--- config.mk ---
export PLATFORM = sky130hd
export DESIGN_NAME = key_conditioner
export DESIGN_NICKNAME = d
export VERILOG_FILES = /design/src/rtl/mine_quest_pkg.sv /design/src/rtl/key_debounce_one.sv /design/src/rtl/key_conditioner.sv
export SDC_FILE = /design/constraint.sdc
export NUM_CORES = 1
export LEC_CHECK = 0
export BUFFER_PORTS_ARGS = -buffer_cell sky130_fd_sc_hd__buf_2
export CAP_MARGIN = 10
export CORE_UTILIZATION = 67
export DETAILED_ROUTE_END_ITERATION = 8
export GPL_TIMING_DRIVEN = 0
export HOLD_SLACK_MARGIN = 0.1
export PLACE_DENSITY = 0.89
export SLEW_MARGIN = 25
export SYNTH_ARGS = -nofsm -noshare
export SYNTH_HDL_FRONTEND = slang
export SYNTH_SLANG_ARGS = --single-unit
--- constraint.sdc ---
create_clock -name CLOCK_50 -period 5.65 [get_ports CLOCK_50]
set_input_delay 1.695 -clock CLOCK_50 [delete_from_list [all_inputs] [get_ports CLOCK_50]]
set_output_delay 1.695 -clock CLOCK_50 [all_outputs]
set_load 0.1 [all_outputs]
--- src/rtl/mine_quest_pkg.sv ---
`default_nettype none
// ============================================================================
// Module      : mine_quest_pkg
// Description : Shared constants and helpers for the Mine Quest design:
//               key count, key-conditioner timing defaults, counter sizing.
// Revision    : 1.0 - initial release
// ============================================================================
package mine_quest_pkg;

  // Number of DE-series pushbuttons handled by the key conditioner.
  localparam int NUM_KEYS = 4;

  // Timing defaults at 50 MHz: 20 ms debounce, 500 ms first repeat,
  // 100 ms between subsequent repeats.
  localparam int DEBOUNCE_CYCLES = 1000000;
  localparam int REPEAT_DELAY    = 25000000;
  localparam int REPEAT_PERIOD   = 5000000;

  // Larger of two integers, used to size a counter shared by two limits.
  function automatic int max_int(input int a, input int b);
    return (a > b) ? a : b;
  endfunction

  // Width of a counter whose largest value is max_val: $clog2(max_val)+1.
  function automatic int cnt_width(input int max_val);
    return (max_val < 1) ? 1 : $clog2(max_val) + 1;
  endfunction

endpackage : mine_quest_pkg
`default_nettype wire

--- src/rtl/key_debounce_one.sv ---
`default_nettype none
// ============================================================================
// Module      : key_debounce_one
// Description : One pushbutton: 2-flop synchronizer, counter debounce,
//               registered press/release pulses and auto-repeat strobe.
// Revision    : 1.0 - initial release
// ============================================================================
module key_debounce_one
  import mine_quest_pkg::*;
#(
  parameter int DEBOUNCE_CYCLES = mine_quest_pkg::DEBOUNCE_CYCLES,
  parameter int REPEAT_DELAY    = mine_quest_pkg::REPEAT_DELAY,
  parameter int REPEAT_PERIOD   = mine_quest_pkg::REPEAT_PERIOD
) (
  input  logic clk_i,
  input  logic rst_i,
  input  logic key_n_i,     // raw button, active-low, asynchronous
  output logic level_o,     // debounced state, 1 = pressed
  output logic press_o,     // one-cycle pulse on accepted press
  output logic release_o,   // one-cycle pulse on accepted release
  output logic strobe_o     // press pulse or auto-repeat pulse
);

  // Debounce counter holds at most DEBOUNCE_CYCLES-1 before clearing.
  localparam int              DBW     = cnt_width(DEBOUNCE_CYCLES - 1);
  localparam logic [DBW-1:0]  DB_LAST = DBW'(DEBOUNCE_CYCLES - 1);

  logic           sync1_q;
  logic           sync2_q;
  logic [DBW-1:0] db_cnt_q;
  logic [DBW-1:0] db_cnt_d;
  logic           level_q;
  logic           level_d;
  logic           press_q;
  logic           release_q;
  logic           strobe_q;

  logic           raw_pressed;
  logic           differ;
  logic           accept;
  logic           press_d;
  logic           release_d;
  logic           rpt_d;

  assign raw_pressed = ~sync2_q;
  assign differ      = (raw_pressed != level_q);
  assign accept      = differ && (db_cnt_q == DB_LAST);
  assign press_d     = accept && !level_q;
  assign release_d   = accept && level_q;

  // Count consecutive disagreeing cycles; toggle the level once the run is long enough.
  always_comb begin
    level_d  = level_q;
    db_cnt_d = '0;
    if (differ) begin
      if (accept) begin
        level_d = ~level_q;
      end else begin
        db_cnt_d = db_cnt_q + DBW'(1);
      end
    end
  end

  // Synchronize the raw button, hold the accepted level and register the edge pulses.
  always_ff @(posedge clk_i) begin
    if (rst_i) begin
      sync1_q   <= 1'b1;
      sync2_q   <= 1'b1;
      db_cnt_q  <= '0;
      level_q   <= 1'b0;
      press_q   <= 1'b0;
      release_q <= 1'b0;
      strobe_q  <= 1'b0;
    end else begin
      sync1_q   <= key_n_i;
      sync2_q   <= sync1_q;
      db_cnt_q  <= db_cnt_d;
      level_q   <= level_d;
      press_q   <= press_d;
      release_q <= release_d;
      strobe_q  <= press_d | rpt_d;
    end
  end

  if (REPEAT_DELAY > 0) begin : g_repeat
    // The counter restarts at every repeat, so it never exceeds the larger
    // limit (plus one on the release edge) before an explicit clear.
    localparam int             RW         = cnt_width(max_int(REPEAT_DELAY, REPEAT_PERIOD));
    localparam logic [RW-1:0]  FIRST_LAST = RW'(REPEAT_DELAY - 1);
    localparam logic [RW-1:0]  NEXT_LAST  = RW'(REPEAT_PERIOD - 1);

    logic [RW-1:0] rep_cnt_q;
    logic          rep_armed_q;   // first repeat already issued for this hold
    logic          fire;

    // Fire only while the key stays pressed through this edge.
    assign fire  = level_q && level_d &&
                   (rep_cnt_q == (rep_armed_q ? NEXT_LAST : FIRST_LAST));
    assign rpt_d = fire;

    // Measure hold time since the press pulse, restarting after each repeat.
    always_ff @(posedge clk_i) begin
      if (rst_i || press_d || !level_q) begin
        rep_cnt_q   <= '0;
        rep_armed_q <= 1'b0;
      end else if (fire) begin
        rep_cnt_q   <= '0;
        rep_armed_q <= 1'b1;
      end else begin
        rep_cnt_q   <= rep_cnt_q + RW'(1);
      end
    end
  end else begin : g_no_repeat
    assign rpt_d = 1'b0;
  end

  assign level_o   = level_q;
  assign press_o   = press_q;
  assign release_o = release_q;
  assign strobe_o  = strobe_q;

endmodule : key_debounce_one
`default_nettype wire

--- src/rtl/key_conditioner.sv ---
`default_nettype none
// ============================================================================
// Module      : key_conditioner
// Description : Conditions the raw DE-series KEY buttons for the game logic:
//               debounced levels, press/release pulses, auto-repeat strobes.
// Revision    : 1.0 - initial release
// ============================================================================
module key_conditioner
  import mine_quest_pkg::*;
#(
  parameter int DEBOUNCE_CYCLES = mine_quest_pkg::DEBOUNCE_CYCLES,
  parameter int REPEAT_DELAY    = mine_quest_pkg::REPEAT_DELAY,
  parameter int REPEAT_PERIOD   = mine_quest_pkg::REPEAT_PERIOD
) (
  input  logic                CLOCK_50,
  input  logic                Reset,
  input  logic [NUM_KEYS-1:0] KEY,
  output logic [NUM_KEYS-1:0] key_level,
  output logic [NUM_KEYS-1:0] key_press,
  output logic [NUM_KEYS-1:0] key_release,
  output logic [NUM_KEYS-1:0] key_strobe
);

  // Each button is conditioned by its own fully independent slice.
  for (genvar gi = 0; gi < NUM_KEYS; gi++) begin : g_key
    key_debounce_one #(
      .DEBOUNCE_CYCLES (DEBOUNCE_CYCLES),
      .REPEAT_DELAY    (REPEAT_DELAY),
      .REPEAT_PERIOD   (REPEAT_PERIOD)
    ) u_key (
      .clk_i     (CLOCK_50),
      .rst_i     (Reset),
      .key_n_i   (KEY[gi]),
      .level_o   (key_level[gi]),
      .press_o   (key_press[gi]),
      .release_o (key_release[gi]),
      .strobe_o  (key_strobe[gi])
    );
  end

endmodule : key_conditioner
`default_nettype wire

# Yosys cells after proc, flatten, opt, wreduce, memory -nomap -nowiden
# Index checks and enable logic that the tools add are counted.
# word_totals
reg_bits,216
out_inout_bits,16
wordCells,124
inputBits,6
# op_classes
n_bitwise,16
reduce_logical,40
mux,12
n_eq_ne,12
n_addsub,8
# ops
cell,n
adder 26 x 1 -> 26 bit (second input constant),4
== test 26 bit,4
2-to-1 mux 25 bit,4
adder 21 x 1 -> 21 bit (second input constant),4
== test 21 x 20 -> 1 bit (second input constant),4
logical AND 1 bit,20
NOT 1 bit,12
OR reduction 3 bit,4
logical OR 1 bit,8
2-to-1 mux 1 bit,8
OR reduction 2 bit,4
logical NOT 1 bit,4
inequality test 1 bit,4
OR 1 bit,4

# Longest topological paths before layout
# Gate-level depths: netlist of the first run.
# logic_depth
ltp_word,8
mapped_depth,9
ltp_nobuf,6

# Hierarchy
# Synthesis of the first run repeated with hierarchy kept, for this count alone.
# hier_totals
hier_cells,1072
hier_area_um2,9484.1
# modules_own_cells
mod,area_each_um2,seq_area_each_um2,cells_each,instances
key_debounce_one,2371.0,1081.0,268,4

# Least setup slack after synthesis of the first run
# Ideal clock, no wire load.
# synth_path
path_kind,input -> register
startpoint,input port Reset
endpoint,register g_key[2].u_key.db_cnt_q[14]
path_stages,6
arrival_ns,2.559
setup_ns,0.065
n_path_buf,2
required_time_ns,5.585
slack_ns,3.027
cell_sequence,inv_1 nand2_1 or2_2 buf_4 buf_4 nor2_1
# synth_via
elab_chain_len,1
# synth_rtl
element,line,rtl
"start, declared",key_conditioner.sv:16,"input logic Reset,"
OR reduction 3 bit (no line),--,
"end signal, assigned",key_debounce_one.sv:77,db_cnt_q <= db_cnt_d;
"end, declared",key_debounce_one.sv:30,logic [DBW-1:0] db_cnt_q;
# Every way passes these cells.
# A chain may end at the register's enable or synchronous reset.

# Worst setup path in the final report of the first run
# layout_path
startpoint,register g_key[0].u_key.level_q
endpoint,output port key_level[0]
# layout_lines
element,line,rtl
"start, declared",key_debounce_one.sv:32,logic level_q;
"start signal, assigned",key_debounce_one.sv:78,level_q <= level_d;
"end, declared",key_conditioner.sv:18,"output logic [NUM_KEYS-1:0] key_level,"
# No word-level cell between the ends.

==> results.md, run 1 <==
* Status: finished, final reports clean
* Slowest cell on the critical path: sky130_fd_sc_hd__dfxtp_1
* Reg-to-reg startpoint: g_key[3].u_key.db_cnt_q[0]
* Critical path buffer and inverter count at 2
* Number of maximum-capacitance constraint violations at 0
* Clock tree from TritonCTS: done
* Total die area at 14700 um2
* Mean area per synthesized cell at 8.88 um2
* Post-synth cell types at 50
* Cells along the critical path: buf_4 -> buf_2
* Hold wc startpoint: g_key[3].u_key.sync1_q
* Total leakage power at 3.48 nW
* Predominant post-synthesis flop cell: sky130_fd_sc_hd__dfxtp_1
* Fraction of final layout cells sized beyond drive strength 1 at 10.1%
* Initial Utilization at 68.5%
* Unrepaired setup endpoints after global routing: false
* Longest individual stage delay on the worst path at 0.50 ns
* Net total in the final layout at 1131
* Ratio of final minimum period to clock period at 57.7%
* Top Ports at 22
* Number of clock sinks seen by CTS at 216
* Longest Clk Path Bufs at 3
* Setup clock skew after layout at 0.00891 ns
* First-pass GRT wire length at 31500 um
* Area of the core at 13900 um2
* Area Growth Syn to Fin at 11.8%
* Total overflow reported by the global router at 0
* Worst slew margin relative to its limit at 46.8%
* Post-synth net total at 1086
* Wire per inst at 14.3 um
* Min-Delay Path Depth at 1
* Signal arrival time at the worst endpoint at 1.57 ns
* Diodes inserted at 0
* Vias in the first global route at 7067
* Endpoint type of the worst setup path: output port
* Final estimated routing congestion in global placement at 0.854
* Class of the worst hold path: reg2reg
* Count of placed standard cells in the final layout, fillers left out at 1313
* Kind of launch point of the worst setup path: register
* Pin count of the biggest net entering global routing at 15
* Total global-route track usage at 25.8%
* DP Wirelength at 12400 um
* Number of synthesized flops with an enable pin at 0
* Critical path fanouts, max at 6
* Slew at the pin closest to its max-slew limit at 0.797 ns
* Antenna violations before repair at 0
* Detailed-routing iteration count for the pre-antenna-repair pass at 5
* Number of DRC markers in iteration 0 at 514
* Number of buffers added by the clock tree synthesis step at 22
* Vias/cell at 5.65
* Die Width at 121 um
* Num rows at 43
* Instance count of the mapped netlist at 1072
* Top cell family by delay on the critical path: buffers and inverters
* Required time of the worst setup path at 3.95 ns
* Pwr Density at 292 nW/um2
* Setup fix buffers added after clock tree synthesis at 0
* Placed cell areas at 9850 um2
* Total of flip-flops plus latches after synthesis at 216
* Area of all placed cells without fillers at 10600 um2
* Number of endpoints with negative hold slack in the final report at 0
* Share of synthesized registers carrying an async set or reset at 0%
* Final worst path period need at 3.26 ns
* Buffers added on ports at 21
* Total Routed Length at 18700 um
* CTS H-Tree Depth at 1
* Type of the worst setup path: reg2out
* Insertion delay to the later sink of the worst-skew pair at 0.50 ns
* Critical register-to-register path endpoint: g_key[3].u_key.db_cnt_q[10]
* Worst voltage drop across the vdd grid at 279 uV
* R2r worst-path depth at 7
* Number of max-slew violations in the final report at 0
* Proportion of synthesized chip area in sequential cells at 45.4%
* Utilization after layout at 76.6%
* Synth Cell Area at 9510 um2
* Number of placed instances with taps included at 1273
* Vias post-DR at 7420
* Highest attainable clock frequency at 307 MHz
* Clock transition at path regs at 0.06 ns
* Number of endpoints failing setup at the final stage at 0
* Height of the die at 121 um
* Hold-critical path endpoint: g_key[3].u_key.sync2_q
* Sum Neg Setup Slack at 0 ns
* Minimum setup slack among reg-to-reg paths at 3.23 ns
* DRC viols at 0
* Synth Warn # at 0
* Cells resized by post-CTS repair at 0
* Hold buffer count at CTS at 0
* Number of antenna-violating nets in the routed design at 0
* Clk root buf: sky130_fd_sc_hd__clkbuf_16
-- flip-flops by register name, indices dropped and copies added, names as in the netlist --
name	flops
g_key.u_key.sync2_q	4
g_key.u_key.press_o	4
g_key.u_key.g_repeat.rep_cnt_q	104
g_key.u_key.release_o	4
g_key.u_key.strobe_o	4
g_key.u_key.g_repeat.rep_armed_q	4
g_key.u_key.sync1_q	4
g_key.u_key.db_cnt_q	84
g_key.u_key.level_o	4
-- how the worst max path moves through the flow --
stage,start,endpoint,cells after the start
after floorplan,Reset,g_key[2].u_key.db_cnt_q[14],6
final,g_key[0].u_key.level_o,key_level[0],2
after global placement,Reset,g_key[0].u_key.g_repeat.rep_cnt_q[20],6
after global routing,g_key[0].u_key.level_o,key_level[0],2
after detailed placement,Reset,g_key[0].u_key.g_repeat.rep_cnt_q[9],6
after CTS,g_key[0].u_key.level_o,key_level[0],2
-- synth_stat cells, drive strengths merged (2+ instances only) --
cell type / instances / area [um2]
mux2i: 3 / 30.0
o21ai: 4 / 38.8
nand2b: 6 / 37.5
nand4b: 2 / 17.5
or3: 3 / 18.8
buf: 29 / 221
o2111ai: 2 / 17.5
nor2: 227 / 852
or2: 12 / 75.1
nand2: 68 / 255
o22a: 2 / 17.5
nor4b: 9 / 93.8
nor3b: 3 / 22.5
or4: 6 / 56.3
and4: 20 / 175
nand3: 62 / 310
a211oi: 2 / 15.0
xor2: 96 / 841
and2: 6 / 37.5
inv: 25 / 93.8
xnor2: 79 / 692
o21a: 7 / 52.6
a21oi: 3 / 15.0
clkbuf: 13 / 48.8
nand4: 50 / 313
nand3b: 3 / 22.5
nor4bb: 7 / 70.1
or4b: 9 / 90.1
dfxtp: 216 / 4320
or4bb: 2 / 22.5
ha: 8 / 100
and3: 23 / 144
nor2b: 2 / 12.5
nor4: 23 / 150
nor3: 35 / 186
-- metrics by stage --
step / hold slack (ns) / worst slack (ns) / power (mW)
floorplan: 0.389 / 3.03 / 1.57
global placement: 0.395 / 2.43 / 1.58
detailed placement: 0.392 / 2.39 / 1.58
CTS: 0.406 / 2.41 / 3.12
global route: 0.414 / 2.37 / 3.19
finish: 0.406 / 2.39 / 3.11
-- cells in the final DEF (no fill, tap or decap), types with 4 or more instances in the layout --
cell type,count
sky130_fd_sc_hd__or4b_2,5
sky130_fd_sc_hd__nor4bb_1,7
sky130_fd_sc_hd__or2_2,11
sky130_fd_sc_hd__nor3_1,34
sky130_fd_sc_hd__nand2_1,68
sky130_fd_sc_hd__inv_1,25
sky130_fd_sc_hd__and4_1,20
sky130_fd_sc_hd__xnor2_1,79
sky130_fd_sc_hd__nand3_1,62
sky130_fd_sc_hd__and2_1,6
sky130_fd_sc_hd__ha_1,8
sky130_fd_sc_hd__nor4_1,22
sky130_fd_sc_hd__dfxtp_1,216
sky130_fd_sc_hd__clkbuf_1,15
sky130_fd_sc_hd__or4b_1,4
sky130_fd_sc_hd__o21a_1,7
sky130_fd_sc_hd__xor2_1,96
sky130_fd_sc_hd__nand2b_1,6
sky130_fd_sc_hd__nand4_1,50
sky130_fd_sc_hd__bufinv_16,4
sky130_fd_sc_hd__nor4b_1,7
sky130_fd_sc_hd__clkinv_2,7
sky130_fd_sc_hd__clkbuf_16,23
sky130_fd_sc_hd__buf_4,18
sky130_fd_sc_hd__and3_1,23
sky130_fd_sc_hd__buf_6,5
sky130_fd_sc_hd__nor2_1,227
sky130_fd_sc_hd__buf_2,27
-- worst reg2reg max path, delay by kind of cell, from the launching register on --
| kind | cells | cell delay [ns] |
|---|---|---|
| AND/OR/NAND/NOR | 4 | 0.90 |
| buffers and inverters | 2 | 0.76 |
| flip-flops | 1 | 0.44 |
| adder cells (fa/ha/maj) | 1 | 0.20 |
-- area by class of cell --
cell class	count	area (um2)
Multi-Input combinational cell	789	4830
Sequential cell	216	4320
Fill cell	921	3240
Clock buffer	28	624
Buffer	42	270
Tap cell	180	225
Clock inverter	12	163
Timing Repair Buffer	21	105
Inverter	25	93.8
-- metal layers --
metal | global-route usage (%) | vias up | routed length (um)
li1 | - | 3727 | -
met1 | 32.6 | 3504 | 8490
met2 | 45.4 | 148 | 9160
met3 | 3.71 | 41 | 673
met4 | 7.72 | 0 | 413
met5 | 0 | - | 0
-- report_power, final --
part / switching (mW) / internal, mW / total, mW / leakage, nW
registers: 0.00241 / 1.53 / 1.53 / 1.74
clock network: 0.593 / 0.964 / 1.56 / 0.391
logic: 0.0131 / 0.00630 / 0.0194 / 1.35
total: 0.609 / 2.50 / 3.11 / 3.48
-- kinds of logic after synthesis --
family                   count (synthesis)  synth area share (%)
flip-flops                             216                  45.4
multiplexers                             3                 0.316
adder cells (fa/ha/maj)                  8                  1.05
AO/OA/AOI/OAI                           24                  1.99
buffers and inverters                   67                  3.83
XOR/XNOR                               175                  16.1
AND/OR/NAND/NOR                        579                  31.3
(Power assumes the default switching activity.)
==> run 2, diff against run 1 <==
CORE_UTILIZATION = 56   (was 67)
PLACE_DENSITY = 0.79   (was 0.89)
clock period = 2.91 ns   (was 5.65 ns; I/O delays follow)
==> run 2 against run 1 <==
Compared with the run above:
- clock power is 73% higher
- via count shrank 2.1%
- largest power group is now sequential cells
- wire length is 7.3% lower
- utilization decreased by 13 points
- highest routed layer unchanged
==> results.md, run 2 (same netlist as run 1, synthesis figures left out) <==
* Status: finished, final reports clean
* Slew at the pin closest to its max-slew limit at 0.812 ns
* DRC viols at 0
* Type of the worst setup path: reg2out
* Final worst path period need at 2.39 ns
* Number of antenna-violating nets in the routed design at 0
* Signal arrival time at the worst endpoint at 1.51 ns
* Flip-flop count of the largest register, all copies and words added at 104
* Detailed-routing iteration count for the pre-antenna-repair pass at 4
* Pin count of the biggest net entering global routing at 14
* Crit path setup slack, layout at 0.525 ns
* Area of the core at 16600 um2
* Pwr Density at 538 nW/um2
* Fraction of power consumed by sequential logic at 52.1%
* Kind of launch point of the worst setup path: register
* Number of clock sinks seen by CTS at 216
* Utilization after layout at 63.9%
* Vias in the first global route at 6763
* Clock transition at path regs at 0.06 ns
* Total leakage power at 3.43 nW
* Most common cell after layout, fill and taps aside: sky130_fd_sc_hd__nor2_1
* Critical path fanouts, max at 6
* Hold buffer count at CTS at 0
* Total global-route track usage at 20.2%
* Total overflow reported by the global router at 0
* Endpoint type of the worst setup path: output port
* Ratio of final minimum period to clock period at 82.0%
* Longest Clk Path Bufs at 3
* Sum Neg Setup Slack at 0 ns
* Critical path buffer and inverter count at 2
* Net Switching at 1.13 mW
* Clk root buf: sky130_fd_sc_hd__clkbuf_16
* Internal power at 4.57 mW
* Worst slew margin relative to its limit at 45.4%
* Total die area at 17500 um2
* Total Routed Length at 17400 um
* Cells along the critical path: buf_4 -> buf_2
* Longest individual stage delay on the worst path at 0.45 ns
* Insertion delay to the later sink of the worst-skew pair at 0.50 ns
* Vias/cell at 5.37
* Final estimated routing congestion in global placement at 0.828
* Number of endpoints with negative hold slack in the final report at 0
* Area Growth Syn to Fin at 11.3%
* Placed cell areas at 9900 um2
* CTS H-Tree Depth at 1
* Number of max-slew violations in the final report at 0
* Wire per inst at 12.8 um
* Highest attainable clock frequency at 419 MHz
* Class of the worst hold path: reg2reg
* Worst voltage drop across the vdd grid at 494 uV
* Number of endpoints failing setup at the final stage at 0
* Setup clock skew after layout at 0.0127 ns
* Buffers added on ports at 21
* Unrepaired setup endpoints after global routing: false
* Setup fix buffers added after clock tree synthesis at 0
* First-pass GRT wire length at 30200 um
* Number of DRC markers in iteration 0 at 330
* Initial Utilization at 57.4%
* Fraction of final layout cells sized beyond drive strength 1 at 9.53%
* Worst setup slack before clock tree synthesis at 0.544 ns
* Top cell family by delay on the critical path: buffers and inverters
* Net total in the final layout at 1132
* Clock power frac at 47.3%
* Die Width at 132 um
* Area of all placed cells without fillers at 10600 um2
* Largest registers ranked by flip-flop count: g_key.u_key.g_repeat.rep_cnt_q: 104 flops, g_key.u_key.db_cnt_q: 84 flops
* Most flops, register: g_key.u_key.g_repeat.rep_cnt_q
* Fraction of power consumed by combinational cells at 0.6%
* Vias post-DR at 7261
* Required time of the worst setup path at 2.04 ns
* DP Wirelength at 12000 um
* Num rows at 47
* Switching Share at 19.9%
* Clock tree from TritonCTS: done
* Antenna violations before repair at 0
* Height of the die at 132 um
* Highest-count cells in the layout ignoring fill and taps: sky130_fd_sc_hd__nor2_1 (227), sky130_fd_sc_hd__dfxtp_1 (216), sky130_fd_sc_hd__xor2_1 (96)
* Top Ports at 22
* Post-layout total power at 5.70 mW
* Slowest cell on the critical path: sky130_fd_sc_hd__dfxtp_1
* Cells resized by post-CTS repair at 0
* Number of buffers added by the clock tree synthesis step at 23
* Diodes inserted at 0
* Number of maximum-capacitance constraint violations at 0
run 2: changes by cell type in the layout (fill, tap and decap cells not counted):
cell	previous run	this run
sky130_fd_sc_hd__clkinvlp_4	1	0
sky130_fd_sc_hd__bufinv_16	4	1
sky130_fd_sc_hd__clkbuf_8	3	2
sky130_fd_sc_hd__clkinv_2	7	6
sky130_fd_sc_hd__clkbuf_1	15	21
run 2: final timing paths:
check                        startpoint                          end  slack (ns)  cells past startpoint
max              g_key[0].u_key.level_o                 key_level[0]        0.52                      2
min              g_key[3].u_key.sync1_q       g_key[3].u_key.sync2_q        0.41                      1
max reg2reg  g_key[0].u_key.db_cnt_q[0]  g_key[0].u_key.db_cnt_q[12]        0.56                      8
min reg2reg      g_key[3].u_key.sync1_q       g_key[3].u_key.sync2_q        0.41                      1
run 2: power groups by stage:
stage	sequential, mW	combinational, mW	clock (mW)
2_1_floorplan	3.03	0.0226	0
3_3_place_gp	3.03	0.0360	0
3_5_place_dp	3.03	0.0364	0
4_1_cts	2.97	0.0367	2.76
5_1_grt	2.97	0.0402	2.89
6_report	2.97	0.0357	2.70
run 2: routing by layer:
layer	share of wire, %	global-route usage, %	wire length (um)	vias to the layer above
li1	-	-	-	3737
met1	48	26.7	8370	3403
met2	45	33.0	7900	86
met3	3.0	3.31	514	35
met4	3.4	7.79	587	0
met5	0	0	0	-
run 2: metrics by stage:
step | hold slack [ns] | std cells
floorplan | 0.389 | 1072
global placement | 0.393 | 1313
detailed placement | 0.395 | 1313
CTS | 0.413 | 1353
global route | 0.426 | 1353
finish | 0.409 | 1353
run 2: area by class of cell:
| class | count | area [um2] |
|---|---|---|
| fill | 1368 | 5990 |
| multi-input combinational | 789 | 4830 |
| sequential | 216 | 4320 |
| clock buffer | 33 | 633 |
| tap | 220 | 275 |
| buffer | 42 | 270 |
| timing repair buffer | 21 | 105 |
| inverter | 25 | 93.8 |
| clock inverter | 7 | 60.1 |
==> run 3, diff against run 2 <==
ABC_AREA = 1   (was not set)
CORE_UTILIZATION = 63   (was 56)
PLACE_DENSITY = 0.84   (was 0.79)
clock period = 2.4 ns   (was 2.91 ns; I/O delays follow)
==> run 3 against run 2 <==
Compared with the run above:
- final cell count increased by 43%
- non-clock buffer count down 8
- total power increased by 30%
- area after synthesis grew 17%
- via count rose by 38%
- first-iteration DRC count grew 79%
==> results.md, run 3 <==
* Status: finished, final reports clean
* Instance count of the mapped netlist at 1651
* Detailed-routing iteration count for the pre-antenna-repair pass at 5
* Net total in the final layout at 1711
* Total of flip-flops plus latches after synthesis at 216
* Worst slew margin relative to its limit at 52.7%
* Total die area at 18200 um2
* DP Wirelength at 16900 um
* Insertion delay to the later sink of the worst-skew pair at 0.52 ns
* Min-Delay Path Depth at 2
* Fraction of final layout cells sized beyond drive strength 1 at 7.93%
* Number of maximum-capacitance constraint violations at 0
* Clock transition at path regs at 0.06 ns
* Flip-flop count of the largest register, all copies and words added at 104
* Proportion of synthesized chip area in sequential cells at 38.9%
* Hold wc startpoint: KEY[3]
* Mean area per synthesized cell at 6.73 um2
* Buffers added on ports at 21
* Most common cell after layout, fill and taps aside: sky130_fd_sc_hd__nand2_1
* Class of the worst hold path: in2reg
* DRC viols at 0
* Sum Neg Setup Slack at 0 ns
* Number of buffers added by the clock tree synthesis step at 23
* Synth Warn # at 0
* Hold-critical path endpoint: g_key[3].u_key.sync1_q
* Total Routed Length at 23300 um
* Total leakage power at 4.23 nW
* Hold buffer count at CTS at 0
* Wire per inst at 12.0 um
* Ratio of final minimum period to clock period at 94.3%
* Number of endpoints with negative hold slack in the final report at 0
* Total overflow reported by the global router at 0
* Worst voltage drop across the vdd grid at 572 uV
* Antenna violations before repair at 0
* Setup fix buffers added after clock tree synthesis at 0
* Number of placed instances with taps included at 1897
* Post-synth cell types at 33
* Num rows at 48
* Number of clock sinks seen by CTS at 216
* First-pass GRT wire length at 40600 um
* Synth Cell Area at 11100 um2
* Highest attainable clock frequency at 442 MHz
* Number of DRC markers in iteration 0 at 590
* Kind of launch point of the worst setup path: register
* Area of the core at 17200 um2
* Type of the worst setup path: reg2out
* Vias post-DR at 10.0k
* Top Ports at 22
* Unrepaired setup endpoints after global routing: false
* Longest Clk Path Bufs at 3
* Slew at the pin closest to its max-slew limit at 0.709 ns
* Vias/cell at 5.17
* Largest registers ranked by flip-flop count: g_key.u_key.g_repeat.rep_cnt_q: 104 flops, g_key.u_key.db_cnt_q: 84 flops
* Number of antenna-violating nets in the routed design at 0
* Reg-to-reg startpoint: g_key[1].u_key.db_cnt_q[0]
* Height of the die at 135 um
* Cells resized by post-CTS repair at 0
* R2r worst-path depth at 10
* Most used standard cells in the synthesized netlist: sky130_fd_sc_hd__nand2_1 (385), sky130_fd_sc_hd__nor2_1 (372), sky130_fd_sc_hd__dfxtp_1 (216)
* Most flops, register: g_key.u_key.g_repeat.rep_cnt_q
* Minimum setup slack among reg-to-reg paths at 0.42 ns
* Area Growth Syn to Fin at 10.9%
* Dominant cell by count in the synthesized netlist: sky130_fd_sc_hd__nand2_1
* Total global-route track usage at 26.6%
* Endpoint type of the worst setup path: output port
* Share of synthesized registers carrying an async set or reset at 0%
* Critical register-to-register path endpoint: g_key[1].u_key.g_repeat.rep_cnt_q[6]
* Top cell type by total area after synthesis: sky130_fd_sc_hd__dfxtp_1
* Clock tree from TritonCTS: done
* Number of endpoints failing setup at the final stage at 0
* Number of synthesized flops with an enable pin at 0
* Die Width at 135 um
* Final worst path period need at 2.26 ns
* Fraction of post-synthesis cell area in the top cell type by area at 38.9%
* Signal arrival time at the worst endpoint at 1.54 ns
* Highest-count cells in the layout ignoring fill and taps: sky130_fd_sc_hd__nand2_1 (385), sky130_fd_sc_hd__nor2_1 (372), sky130_fd_sc_hd__dfxtp_1 (216)
* Top cells by area in the synthesized netlist: sky130_fd_sc_hd__dfxtp_1 (39%), sky130_fd_sc_hd__nand2_1 (13%), sky130_fd_sc_hd__nor2_1 (13%)
* Fillcell total at 1433
* Final estimated routing congestion in global placement at 0.927
* Required time of the worst setup path at 1.68 ns
* Count of placed standard cells in the final layout, fillers left out at 1939
* Post-synth net total at 1665
* CTS H-Tree Depth at 1
* Predominant post-synthesis flop cell: sky130_fd_sc_hd__dfxtp_1
* Pwr Density at 603 nW/um2
* Setup clock skew after layout at 0.0216 ns
* Vias in the first global route at 9429
* Number of max-slew violations in the final report at 0
* Initial Utilization at 64.4%
* Min Hold Slack at 0.380 ns
* Clk root buf: sky130_fd_sc_hd__clkbuf_16
* Diodes inserted at 0
* Pin count of the biggest net entering global routing at 16
* Critical path fanouts, max at 6
-- run 3: metrics by stage --
step | setup WS (ns) | util [%] | instance area (um2) | power [mW]
6_report | 0.136 | 71.5 | 12300 | 7.43
5_1_grt | 0.106 | 71.5 | 12300 | 7.64
4_1_cts | 0.130 | 71.5 | 12300 | 7.49
3_5_place_dp | 0.360 | 66.7 | 11500 | 3.72
3_3_place_gp | 0.393 | 66.7 | 11500 | 3.72
2_1_floorplan | 0.801 | - | 11100 | 3.70
-- run 3: worst max-delay path by stage --
stage | from | to | slack, ns | cells after the start
2_1_floorplan | g_key[1].u_key.g_repeat.rep_cnt_q[0] | g_key[1].u_key.g_repeat.rep_cnt_q[15] | 0.80 | 11
3_3_place_gp | Reset | g_key[0].u_key.db_cnt_q[10] | 0.39 | 7
3_5_place_dp | Reset | g_key[3].u_key.db_cnt_q[20] | 0.36 | 7
4_1_cts | g_key[2].u_key.level_o | key_level[2] | 0.13 | 2
5_1_grt | g_key[2].u_key.level_o | key_level[2] | 0.11 | 2
6_report | g_key[2].u_key.level_o | key_level[2] | 0.14 | 2
-- run 3: area by class of cell --
type,instances,area [um2],area share (%)
Clock inverter,10,139,1.13
Multi-Input combinational cell,1189,5730,46.5
Timing Repair Buffer,21,105,0.853
Buffer,34,262,2.12
Clock buffer,32,689,5.60
Sequential cell,216,4320,35.1
Inverter,212,796,6.46
Tap cell,225,282,2.28
-- run 3: worst max-delay path, cell delays in order, from the launching register on --
cell,delay [ns]
sky130_fd_sc_hd__dfxtp_1,0.45
sky130_fd_sc_hd__buf_4,0.15
sky130_fd_sc_hd__buf_2,0.41
-- run 3: cells by family after synthesis --
logic type / after synthesis / synth area share, %
xor gates and xnor gates: 100 / 7.89
and+or+nand+nor: 1014 / 39.6
buffers and inverters: 246 / 9.52
DFF: 216 / 38.9
AOI/OAI and AO/OA: 67 / 3.18
adders and majority gates: 8 / 0.901
-- run 3: routing by layer --
layer / vias up / global-route usage (%) / share of wire, %
met1: 4523 / 34.3 / 46
met2: 230 / 46.4 / 47
met3: 37 / 3.34 / 5.5
met4: 0 / 7.74 / 1.6
met5: - / 0 / 0
li1: 5225 / - / -
-- run 3: report_power, final --
group	switching (mW)	internal (mW)
sequential	0.00405	3.59
combinational	0.0332	0.0144
clock	1.45	2.34
total	1.49	5.94
